**src/rtl/hazard_pkg.sv**
```systemverilog
// Shared types and constants for the pipeline hazard controller.
package hazard_pkg;

  localparam int REG_W          = 5;  // register index width
  localparam int CNT_W          = 2;  // bubble counter width
  localparam int LU_BUBBLES_MIN = 1;
  localparam int LU_BUBBLES_MAX = 3;

  typedef enum logic {
    S_RUN   = 1'b0,
    S_STALL = 1'b1
  } state_e;

  // Control bundle driven toward PC, IF/ID and ID/EX.
  typedef struct packed {
    logic pc_write;
    logic if_id_write;
    logic if_flush;
    logic id_flush;
  } ctrl_t;

  localparam ctrl_t CTRL_RUN   = '{pc_write: 1'b1, if_id_write: 1'b1, if_flush: 1'b0, id_flush: 1'b0};
  localparam ctrl_t CTRL_STALL = '{pc_write: 1'b0, if_id_write: 1'b0, if_flush: 1'b0, id_flush: 1'b1};
  localparam ctrl_t CTRL_REDIR = '{pc_write: 1'b1, if_id_write: 1'b1, if_flush: 1'b1, id_flush: 1'b1};
  localparam ctrl_t CTRL_RESET = '{pc_write: 1'b0, if_id_write: 1'b0, if_flush: 1'b1, id_flush: 1'b1};

  // Load in EX writes a register that the ID instruction really reads.
  // x0 is never a true dependency.
  function automatic logic load_use(input logic             mem_read,
                                    input logic [REG_W-1:0] wr,
                                    input logic [REG_W-1:0] rs1,
                                    input logic [REG_W-1:0] rs2,
                                    input logic             use_rs1,
                                    input logic             use_rs2);
    return mem_read & (wr != '0) & ((use_rs1 & (rs1 == wr)) | (use_rs2 & (rs2 == wr)));
  endfunction

endpackage

```
**src/rtl/hazard_unit_sat_counter.sv**
```systemverilog
// Saturating event counter with enable and synchronous clear.
module sat_counter #(
  parameter int W = 32
) (
  input  logic         clk,
  input  logic         clr,
  input  logic         en,
  output logic [W-1:0] count
);

  // Clear wins; otherwise count up and stick at all-ones.
  always_ff @(posedge clk) begin
    if (clr)
      count <= '0;
    else if (en && (count != '1))
      count <= count + 1'b1;
  end

endmodule

```
**src/rtl/hazard_unit.sv**
```systemverilog
// Load-use stall and branch/jump redirect controller.
// Optional statistics counters built when HAZARD_STATS_EN is defined.
module hazard_unit
  import hazard_pkg::*;
#(
  parameter int LOADUSE_BUBBLES = 1,
  parameter int STAT_W          = 32
) (
  input  logic             clk,
  input  logic             rst,
  input  logic             id_ex_MemRead_i,
  input  logic [REG_W-1:0] id_ex_wr_i,
  input  logic [REG_W-1:0] if_id_rs1_i,
  input  logic [REG_W-1:0] if_id_rs2_i,
  input  logic             if_id_use_rs1_i,
  input  logic             if_id_use_rs2_i,
  input  logic             redirect_i,
  output logic             pc_write_o,
  output logic             if_id_write_o,
  output logic             IF_Flush_o,
  output logic             ID_Flush_o
`ifdef HAZARD_STATS_EN
  ,
  output logic [STAT_W-1:0] stall_cycles_o,
  output logic [STAT_W-1:0] redirects_o
`endif
);

  if ((LOADUSE_BUBBLES < LU_BUBBLES_MIN) || (LOADUSE_BUBBLES > LU_BUBBLES_MAX)) begin : g_bad_bubbles
    $error("hazard_unit: LOADUSE_BUBBLES out of range");
  end

  localparam logic [CNT_W-1:0] CNT_INIT = CNT_W'(LOADUSE_BUBBLES - 1);

  state_e           state_q, state_d;
  logic [CNT_W-1:0] cnt_q, cnt_d;
  ctrl_t            ctrl;
  logic             hz;

  assign hz = load_use(id_ex_MemRead_i, id_ex_wr_i, if_id_rs1_i, if_id_rs2_i,
                       if_id_use_rs1_i, if_id_use_rs2_i);

  // State and bubble counter register.
  always_ff @(posedge clk) begin
    if (rst) begin
      state_q <= S_RUN;
      cnt_q   <= '0;
    end else begin
      state_q <= state_d;
      cnt_q   <= cnt_d;
    end
  end

  // Next state and controls; reset > redirect > stall.
  always_comb begin
    ctrl    = CTRL_RUN;
    state_d = state_q;
    cnt_d   = cnt_q;
    if (rst) begin
      ctrl    = CTRL_RESET;
      state_d = S_RUN;
      cnt_d   = '0;
    end else if (redirect_i) begin
      // Squash wrong path; also abandons any stall in progress.
      ctrl    = CTRL_REDIR;
      state_d = S_RUN;
      cnt_d   = '0;
    end else begin
      unique case (state_q)
        S_RUN: begin
          if (hz) begin
            ctrl = CTRL_STALL;
            if (LOADUSE_BUBBLES > 1) begin
              state_d = S_STALL;
              cnt_d   = CNT_INIT;
            end
          end
        end
        S_STALL: begin
          // hz ignored here: the bubble already in ID/EX resolves it.
          ctrl  = CTRL_STALL;
          cnt_d = cnt_q - 1'b1;
          if (cnt_q == CNT_W'(1))
            state_d = S_RUN;
        end
        default: begin
          state_d = S_RUN;
          cnt_d   = '0;
        end
      endcase
    end
  end

  assign pc_write_o    = ctrl.pc_write;
  assign if_id_write_o = ctrl.if_id_write;
  assign IF_Flush_o    = ctrl.if_flush;
  assign ID_Flush_o    = ctrl.id_flush;

`ifdef HAZARD_STATS_EN
  sat_counter #(.W(STAT_W)) u_stall_cnt (
    .clk   (clk),
    .clr   (rst),
    .en    (~ctrl.pc_write),
    .count (stall_cycles_o)
  );

  sat_counter #(.W(STAT_W)) u_redir_cnt (
    .clk   (clk),
    .clr   (rst),
    .en    (redirect_i),
    .count (redirects_o)
  );
`endif

endmodule

```
**config.mk**
```make
export PLATFORM = sky130hd
export DESIGN_NAME = hazard_unit
export DESIGN_NICKNAME = d
export VERILOG_FILES = /design/src/rtl/hazard_pkg.sv /design/src/rtl/hazard_unit_sat_counter.sv /design/src/rtl/hazard_unit.sv
export SDC_FILE = /design/constraint.sdc
export NUM_CORES = 1
export LEC_CHECK = 0
export CELL_PAD_IN_SITES_DETAIL_PLACEMENT = 0
export CELL_PAD_IN_SITES_GLOBAL_PLACEMENT = 1
export CORE_MARGIN = 1
export CORE_UTILIZATION = 17
export CTS_CLUSTER_DIAMETER = 50
export DETAILED_ROUTE_END_ITERATION = 6
export GPL_ROUTABILITY_DRIVEN = 0
export PLACE_DENSITY = 0.67
export RECOVER_POWER = 50
export SETUP_SLACK_MARGIN = 0.15
export SLEW_MARGIN = 20
export SYNTH_ARGS = -nofsm -noshare
export SYNTH_HDL_FRONTEND = slang
export SYNTH_HIERARCHICAL = 1
export SYNTH_SLANG_ARGS = --single-unit
```
**constraint.sdc**
```tcl
create_clock -name clk -period 1.41 [get_ports clk]
set_clock_uncertainty 0.05 [all_clocks]
set_input_delay 0.282 -clock clk [delete_from_list [all_inputs] [get_ports clk]]
set_output_delay 0.282 -clock clk [all_outputs]
set_load 0.05 [all_outputs]
```
==> results of run 1 <==
-- layer usage --
layer / GRT usage, % / share of wire, % / routed length (µm) / up-vias
met1: 12.3 / 41 / 343 / 151
met2: 19.1 / 51 / 430 / 17
met3: 1.67 / 7.8 / 66 / 0
li1: - / - / - / 183
met4: 1.88 / 0 / 0 / 0
met5: 0 / 0 / 0 / -
-- cell families (layout without fill, tap and decap cells) --
logic type	Yosys count	count (layout)	share of synthesized area [%]
AO/OA/AOI/OAI	5	5	12.4
XOR/XNOR	11	11	33.0
adder cells (fa/ha/maj)	1	1	4.29
buffers and inverters	4	39	6.44
flip-flops	3	3	20.6
multiplexers	1	1	3.43
AND/OR/NAND/NOR	9	9	19.7
-- worst paths after layout --
check	endpoint	slack, ps	start
hold / removal	cnt_q[1]	460	cnt_q[1]
setup / recovery	if_id_write_o	-420	if_id_rs1_i[0]
setup reg to reg	cnt_q[1]	440	cnt_q[1]
hold reg to reg	cnt_q[1]	460	cnt_q[1]
-- sequential cells by signal, indices dropped and copies added (netlist names) --
name,count
state_q,1
cnt_q,2
-- cell type report --
cell class | count | area share [%]
timing repair buffer | 33 | 44.5
multi-input combinational | 27 | 39.1
sequential | 3 | 8.62
clock buffer | 4 | 3.77
tap | 16 | 2.87
inverter | 2 | 1.08
-- worst min-delay path, stage by stage (launching register included) --
cell     delay (ps)
dfxtp_1         320
mux2i_1          70
nor2_1           90
-- metrics by stage --
stage	cell area [µm²]	power, mW	utilization (%)
2_1_floorplan	323	0.156	-
3_3_place_gp	619	0.249	39.7
3_5_place_dp	619	0.249	39.7
4_1_cts	694	0.419	44.5
5_1_grt	697	0.441	44.7
6_report	697	0.416	44.7
-- what timing repair did --
| item | in CTS | in global routing |
|---|---|---|
| pin swaps | 12 | 11 |
| endpoints found under the setup margin | 4 | 4 |
| gates resized for setup | 62 | 10 |
| buffers inserted | 2 | 0 |
-- where the power goes --
| group | internal, mW | leakage [nW] | switching [mW] |
|---|---|---|---|
| clock network | 0.106 | 0.0150 | 0.0477 |
| logic | 0.0992 | 0.260 | 0.0772 |
| registers | 0.0852 | 0.0241 | 0 |
-- layout by cell type (no fill, tap or decap) --
cell	netlist	final
a21oi_1	1	1
clkdlybuf4s50_1	0	4
xor2_2	0	2
or2_0	0	1
nor3b_1	1	1
clkdlybuf4s15_1	0	3
buf_6	0	5
clkbuf_2	0	3
clkbuf_4	0	3
buf_12	0	1
buf_8	0	4
mux2i_1	1	1
nor2_1	3	3
dfxtp_1	3	3
a32oi_2	0	1
buf_2	0	5
xnor2_1	3	3
buf_4	1	6
clkdlybuf4s25_1	0	1
and2_1	0	1
clkbuf_1	1	1
o31a_4	0	1
dlygate4sd2_1	0	1
or4_4	0	1
ha_1	1	1
o21ai_4	0	2
xor2_1	8	6
nor4_2	1	2
inv_1	2	2
==> impl_metrics.json, run 1 <==
{
  "crit_chain": "clkdlybuf4s50_1 -> xnor2_1 -> a32oi_2 -> o31a_4 -> buf_8",
  "antennaDiodeCount": 0,
  "synthTopCellsByArea": "xor2_1, dfxtp_1, xnor2_1",
  "core-area_mm2": 0.00156,
  "synth-main-ff-cell": "dfxtp_1",
  "num_io_pins": 25,
  "die-area_mm2": 0.00188,
  "vdd_drop_max_mv": 0.421,
  "cts_buffer_depth": 2,
  "fin_nets": 92,
  "cp_max_fo": 2,
  "critical_path_buf_inv_count": 2,
  "avgViaCountPerCell": 4.13,
  "cts_made_buffers": 3,
  "synthTopCellsByCount": "xor2_1, dfxtp_1, nor2_1, xnor2_1, inv_1",
  "finalHoldWorstSlack_ps": 465,
  "dp.cells": 79,
  "yosys_warnings": 6,
  "end_kind": "primary output",
  "worstSetupPathDepth": 5,
  "grt_pass1_wl_um": 1450,
  "synth-seq-cells": 3,
  "stdcell_count": 85,
  "initial_core_util_pct": 18.7,
  "track_usage_pct": 10.2,
  "powerDensity_mw_per_mm2": 596,
  "drive_gt1_share_pct": 52.2,
  "slew_viol_final": 0,
  "cap_violations": 0,
  "hold_class": "register to register",
  "cts_root_buffer": "clkbuf_4",
  "timing.fmax_mhz": 545,
  "cts.sinks": 3,
  "post-place-ws_ps": -817,
  "grt_pass1_vias": 351,
  "synth_edf_count": 0,
  "wl_per_cell_um": 9.89,
  "setup_ws_ps": -424,
  "p_leak_nw": 0.299,
  "post-synth-top-count-cell": "xor2_1",
  "syn_to_final_growth_pct": 139,
  "synth_nets": 56,
  "slew_headroom_pct": 83.0,
  "synthesis.area_um2": 292,
  "drc": 2,
  "critical_path_class": "input pin to primary output",
  "antenna_found_initial": 0,
  "n_fill_cell": 165,
  "syn_area_per_cell_um2": 8.57,
  "cts_hold_buf": 0,
  "fin_tns_setup_ps": -1320,
  "hold_depth": 2,
  "yosysSeqAreaShare_pct": 20.6,
  "grt_max_degree": 6,
  "initialDrtViolationCount": 4,
  "die_x_um": 43.4,
  "num_rows": 14,
  "worstMarginPinSlew_ps": 253,
  "startpoint_type": "input pin",
  "rr_worst_depth": 4,
  "clk_pin_slew_worst_paths_ps": 40,
  "ys_types": 20,
  "setup_viol": 4,
  "cts_tree": "yes",
  "max_stage_delay_ps": 480,
  "final_antenna_net_count": 0,
  "die_h_um": 43.4,
  "vias": 351,
  "crit_slowest_cell": "clkdlybuf4s50_1",
  "routed_wirelength_um": 841,
  "cp.arrival_ps": 1500,
  "dpl.hpwl_um": 644,
  "clock_tree.htree_level_count": 1,
  "yosysTopAreaCellShare_pct": 24.0,
  "violations": "DRC, setup timing",
  "synth_top_area_cell": "xor2_1",
  "syn_inst": 34,
  "hold_viol_final": 0,
  "dr.pass1.iters": 5,
  "outcome": "finished with violations",
  "grt_overflow": 0,
  "multiInputGateArea_um2": 273,
  "crit_required_ps": 1080,
  "seq_area_um2": 60.1,
  "insertion_delay_ps": 230,
  "fin_crit_sh_pct": 130,
  "critPathTopFamily": "buffers and inverters",
  "async_flop_share_pct": 0,
  "port_buffers": 24,
  "finalCriticalPeriod_ps": 1830,
  "rsz0062_at_grt": "true"
}
No activity file was read; power rests on OpenSTA's default activity.
==> run 2: changes to the inputs <==
Settings changed: ABC_CLOCK_PERIOD_IN_PS from default to 1410, TNS_END_PERCENT from default to 1.
==> impl_metrics.json, run 2 (synthesized netlist as in run 1, its figures left out) <==
{
  "cts_hold_buf": 0,
  "grt_pass1_wl_um": 1250,
  "finalHoldWorstSlack_ps": 445,
  "violations": "DRC, setup timing",
  "track_usage_pct": 8.55,
  "hold_class": "register to register",
  "rsz0062_at_grt": "true",
  "largest_register": "cnt_q",
  "powerDensity_mw_per_mm2": 597,
  "cts_tree": "yes",
  "startpoint_type": "input pin",
  "core-area_mm2": 0.00156,
  "crit_chain": "buf_8 -> xor2_2 -> nor4_2 -> a32oi_2 -> o31a_4 -> buf_12",
  "vdd_drop_max_mv": 0.397,
  "critPathTopFamily": "compound AO/OA/AOI/OAI gates",
  "rrSetupSlack_ps": 460,
  "die-area_mm2": 0.00188,
  "clock_tree.htree_level_count": 1,
  "initial_core_util_pct": 18.7,
  "die_h_um": 43.4,
  "cts.sinks": 3,
  "dpl.hpwl_um": 628,
  "cp_max_fo": 3,
  "finalCriticalPeriod_ps": 1830,
  "fin_crit_sh_pct": 130,
  "p_leak_nw": 0.292,
  "routed_wirelength_um": 735,
  "syn_to_final_growth_pct": 133,
  "critical_path_class": "input pin to primary output",
  "cts_buffer_depth": 2,
  "cap_violations": 0,
  "antennaDiodeCount": 0,
  "vias": 339,
  "worstMarginPinSlew_ps": 257,
  "setup_viol": 4,
  "largest_register_ff_count": 2,
  "fin_nets": 88,
  "max_stage_delay_ps": 330,
  "drive_gt1_share_pct": 52.3,
  "critical_path_buf_inv_count": 2,
  "end_kind": "primary output",
  "final_common_cell": "xor2_1",
  "cts_root_buffer": "clkbuf_4",
  "grt_pass1_vias": 343,
  "dr.pass1.iters": 5,
  "setup_ws_ps": -423,
  "n_fill_cell": 152,
  "placed_cell_area_um2": 618,
  "crit_slowest_cell": "o31a_4",
  "clk_pin_slew_worst_paths_ps": 40,
  "drc": 4,
  "grt_overflow": 0,
  "antenna_found_initial": 0,
  "grt_max_degree": 6,
  "initialDrtViolationCount": 6,
  "slew_viol_final": 0,
  "reg_top3": "cnt_q (2), state_q (1)",
  "slew_headroom_pct": 82.8,
  "num_rows": 14,
  "cp.arrival_ps": 1500,
  "insertion_delay_ps": 230,
  "cts_made_buffers": 3,
  "final_cell_area_um2": 678,
  "hold_viol_final": 0,
  "crit_required_ps": 1080,
  "outcome": "finished with violations",
  "wl_per_cell_um": 9.07,
  "timing.fmax_mhz": 546,
  "die_x_um": 43.4,
  "port_buffers": 24,
  "avgViaCountPerCell": 4.19,
  "final_antenna_net_count": 0,
  "final_cell_mix": "xor2_1, buf_2, buf_6, buf_4",
  "num_io_pins": 25
}
==> run 2: cell count changes in the layout (fill, tap and decap cells not counted), moves of 2 or more <==
cell | before | now
buf_12 | 1 | 3
clkdlybuf4s15_1 | 3 | 1
clkbuf_2 | 3 | 1
dlygate4sd2_1 | 1 | 4
buf_8 | 4 | 1
==> run 2: repair_timing <==
action	CTS	global route
setup buffers	0	0
resized for setup	58	8
endpoints found under the setup margin	4	4
hold endpoints to repair	0	0
pin swaps	12	5
==> run 2: layout make-up <==
type                       instances  area, µm²  share of cell area, %
clock buffer                       4       26.3                   3.87
inverter                           2       7.51                   1.11
multi-input combinational         27        280                   41.3
sequential                         3       60.1                   8.86
tap                               16       20.0                   2.95
timing repair buffer              29        284                   41.9
==> run 2: worst paths after layout <==
check           startpoint    endpoint  depth (start not counted)
max          id_ex_wr_i[1]  pc_write_o                          6
min               cnt_q[1]    cnt_q[1]                          2
max reg2reg       cnt_q[1]    cnt_q[1]                          4
min reg2reg       cnt_q[1]    cnt_q[1]                          2
==> run 2: routing by layer <==
layer,global-route usage [%],wire length (µm),vias up
met5,0,0,-
met4,3.75,0,0
met3,2.08,71,0
met2,13.9,343,18
met1,10.7,320,144
li1,-,-,177
==> run 2: tightest hold or removal path, delay by kind of cell, from the launching register on <==
kind             cells  cell delay [ps]
flip-flops           1              310
multiplexers         1               60
AND/OR/NAND/NOR      1               80
==> run 2: through the flow <==
step | TNS, ps | instances | setup slack, ps | total power, mW | util (%)
after detailed placement | -2840 | 77 | -836 | 0.252 | 39.6
after global placement | -2740 | 77 | -796 | 0.252 | 39.6
after floorplan | -740 | 34 | -338 | 0.154 | -
after global routing | -1660 | 81 | -479 | 0.434 | 43.5
after CTS | -1530 | 81 | -464 | 0.403 | 41.5
final | -1440 | 81 | -423 | 0.405 | 43.5
==> run 2: power by group <==
group	switching, mW	internal (mW)
logic	0.0755	0.0963
clock network	0.0416	0.106
registers	0	0.0853
==> run 3: changes to the inputs <==
Settings changed: ABC_CLOCK_PERIOD_IN_PS 1410 to 1640.
Clock period 1.41 ns to 1.64 ns, I/O delays scaled along.
==> impl_metrics.json, run 3 (synthesized netlist as in run 1, its figures left out) <==
{
  "clk_pin_slew_worst_paths_ps": 30,
  "crit_slowest_cell": "or4_1",
  "cp_max_fo": 3,
  "num_io_pins": 25,
  "largest_register": "cnt_q",
  "initialDrtViolationCount": 10,
  "cts_buffer_depth": 2,
  "cts.sinks": 3,
  "grt_pass1_vias": 340,
  "powerDensity_mw_per_mm2": 514,
  "port_buffers": 24,
  "vias": 340,
  "grt_pass1_wl_um": 1260,
  "slew_viol_final": 0,
  "insertion_delay_ps": 230,
  "timing.fmax_mhz": 517,
  "violations": "DRC, setup timing",
  "crit_chain": "buf_2 -> or4_1 -> o21ai_2 -> buf_4 -> o21ai_4 -> buf_12",
  "p_leak_nw": 0.303,
  "hold_class": "register to register",
  "drive_gt1_share_pct": 51.5,
  "cts_made_buffers": 3,
  "cts_tree": "yes",
  "initial_core_util_pct": 18.7,
  "finalCriticalPeriod_ps": 1930,
  "cts_root_buffer": "clkbuf_4",
  "multiInputGateArea_um2": 269,
  "num_rows": 14,
  "reg_top3": "cnt_q (2), state_q (1)",
  "setup_viol": 3,
  "drc": 4,
  "cp.arrival_ps": 1560,
  "critical_path_class": "input pin to primary output",
  "die_x_um": 43.4,
  "vdd_drop_max_mv": 0.228,
  "largest_register_ff_count": 2,
  "crit_required_ps": 1260,
  "startpoint_type": "input pin",
  "antennaDiodeCount": 0,
  "avgViaCountPerCell": 4.15,
  "antenna_found_initial": 0,
  "fin_tns_setup_ps": -864,
  "final_util_pct": 43.7,
  "max_stage_delay_ps": 540,
  "die-area_mm2": 0.00188,
  "rsz0062_at_grt": "true",
  "dpl.hpwl_um": 637,
  "final_cell_mix": "xor2_1, buf_4, buf_2",
  "grt_max_degree": 6,
  "seq_area_um2": 60.1,
  "worstMarginPinSlew_ps": 250,
  "n_fill_cell": 152,
  "track_usage_pct": 8.81,
  "finalPower_mw": 0.350,
  "final_antenna_net_count": 0,
  "routed_wirelength_um": 783,
  "clock_tree.htree_level_count": 1,
  "slew_headroom_pct": 83.2,
  "syn_to_final_growth_pct": 134,
  "end_kind": "primary output",
  "outcome": "finished with violations",
  "die_h_um": 43.4,
  "grt_overflow": 0,
  "critPathTopFamily": "simple AND/OR/NAND/NOR gates",
  "dp.cells": 77,
  "setup_ws_ps": -295,
  "wl_per_cell_um": 9.55,
  "dr.pass1.iters": 6,
  "hold_viol_final": 0,
  "core-area_mm2": 0.00156,
  "post-place-ws_ps": -702,
  "fin_nets": 89,
  "critical_path_buf_inv_count": 3,
  "cap_violations": 0,
  "fin_crit_sh_pct": 118,
  "stdcell_count": 82
}
[run 3: changes by cell type in the layout (fill, tap and decap cells not counted)]
cell	before	now
or4_1	0	1
or4_4	1	0
buf_4	5	6
dlymetal6s2s_1	0	1
buf_8	1	2
dlygate4sd2_1	4	3
o21ai_2	0	1
buf_6	5	4
o21ai_4	2	1
clkdlybuf4s50_1	4	3
clkdlybuf4s25_1	0	1
[run 3: stage by stage]
stage | area [µm²] | hold WS [ps]
finish | 682 | 470
global route | 682 | 494
detailed placement | 618 | 467
floorplan | 312 | 410
global placement | 618 | 425
CTS | 647 | 476
[run 3: worst min-delay path: cells and delay by family, from the launching register on]
| kind | cells | cell delay, ps |
|---|---|---|
| AND/OR/NAND/NOR | 1 | 90 |
| multiplexers | 1 | 70 |
| flip-flops | 1 | 320 |
[run 3: final cells by class]
| cell class | count | share of cell area (%) |
|---|---|---|
| clock buffers | 4 | 3.85 |
| inverters | 2 | 1.10 |
| multi-input cells | 27 | 39.4 |
| flip-flops and latches | 3 | 8.81 |
| well taps | 16 | 2.94 |
| repair buffers | 30 | 43.9 |
[run 3: path summary, 6_finish.rpt]
| path | slack [ps] | cells past startpoint | endpoint | startpoint |
|---|---|---|---|---|
| worst max-delay path | -300 | 6 | ID_Flush_o | id_ex_wr_i[3] |
| worst max register to register | 670 | 4 | cnt_q[1] | cnt_q[1] |
| worst min-delay path | 470 | 2 | cnt_q[1] | cnt_q[1] |
| worst min register to register | 470 | 2 | cnt_q[1] | cnt_q[1] |
[run 3: layer usage]
metal	vias up	wire length (µm)	GRT usage, %
li1	177	-	-
met2	22	370	14.8
met3	0	91	3.33
met4	0	0	1.88
met5	-	0	0
met1	141	321	10.7
[run 3: repair_timing]
item / CTS / global route
endpoints found under the setup margin: 4 / 4
resized for setup: 57 / 10
setup buffers: 0 / 1
hold endpoints to repair: 0 / 0
pin swaps: 11 / 5
hold buffers: 0 / 0
[run 3: where the power goes]
part | leakage (nW) | internal [mW] | total, mW | switching (mW)
combinational | 0.264 | 0.0843 | 0.149 | 0.0648
sequential | 0.0241 | 0.0734 | 0.0734 | 0
clock | 0.0150 | 0.0911 | 0.128 | 0.0366
total | 0.303 | 0.249 | 0.350 | 0.101
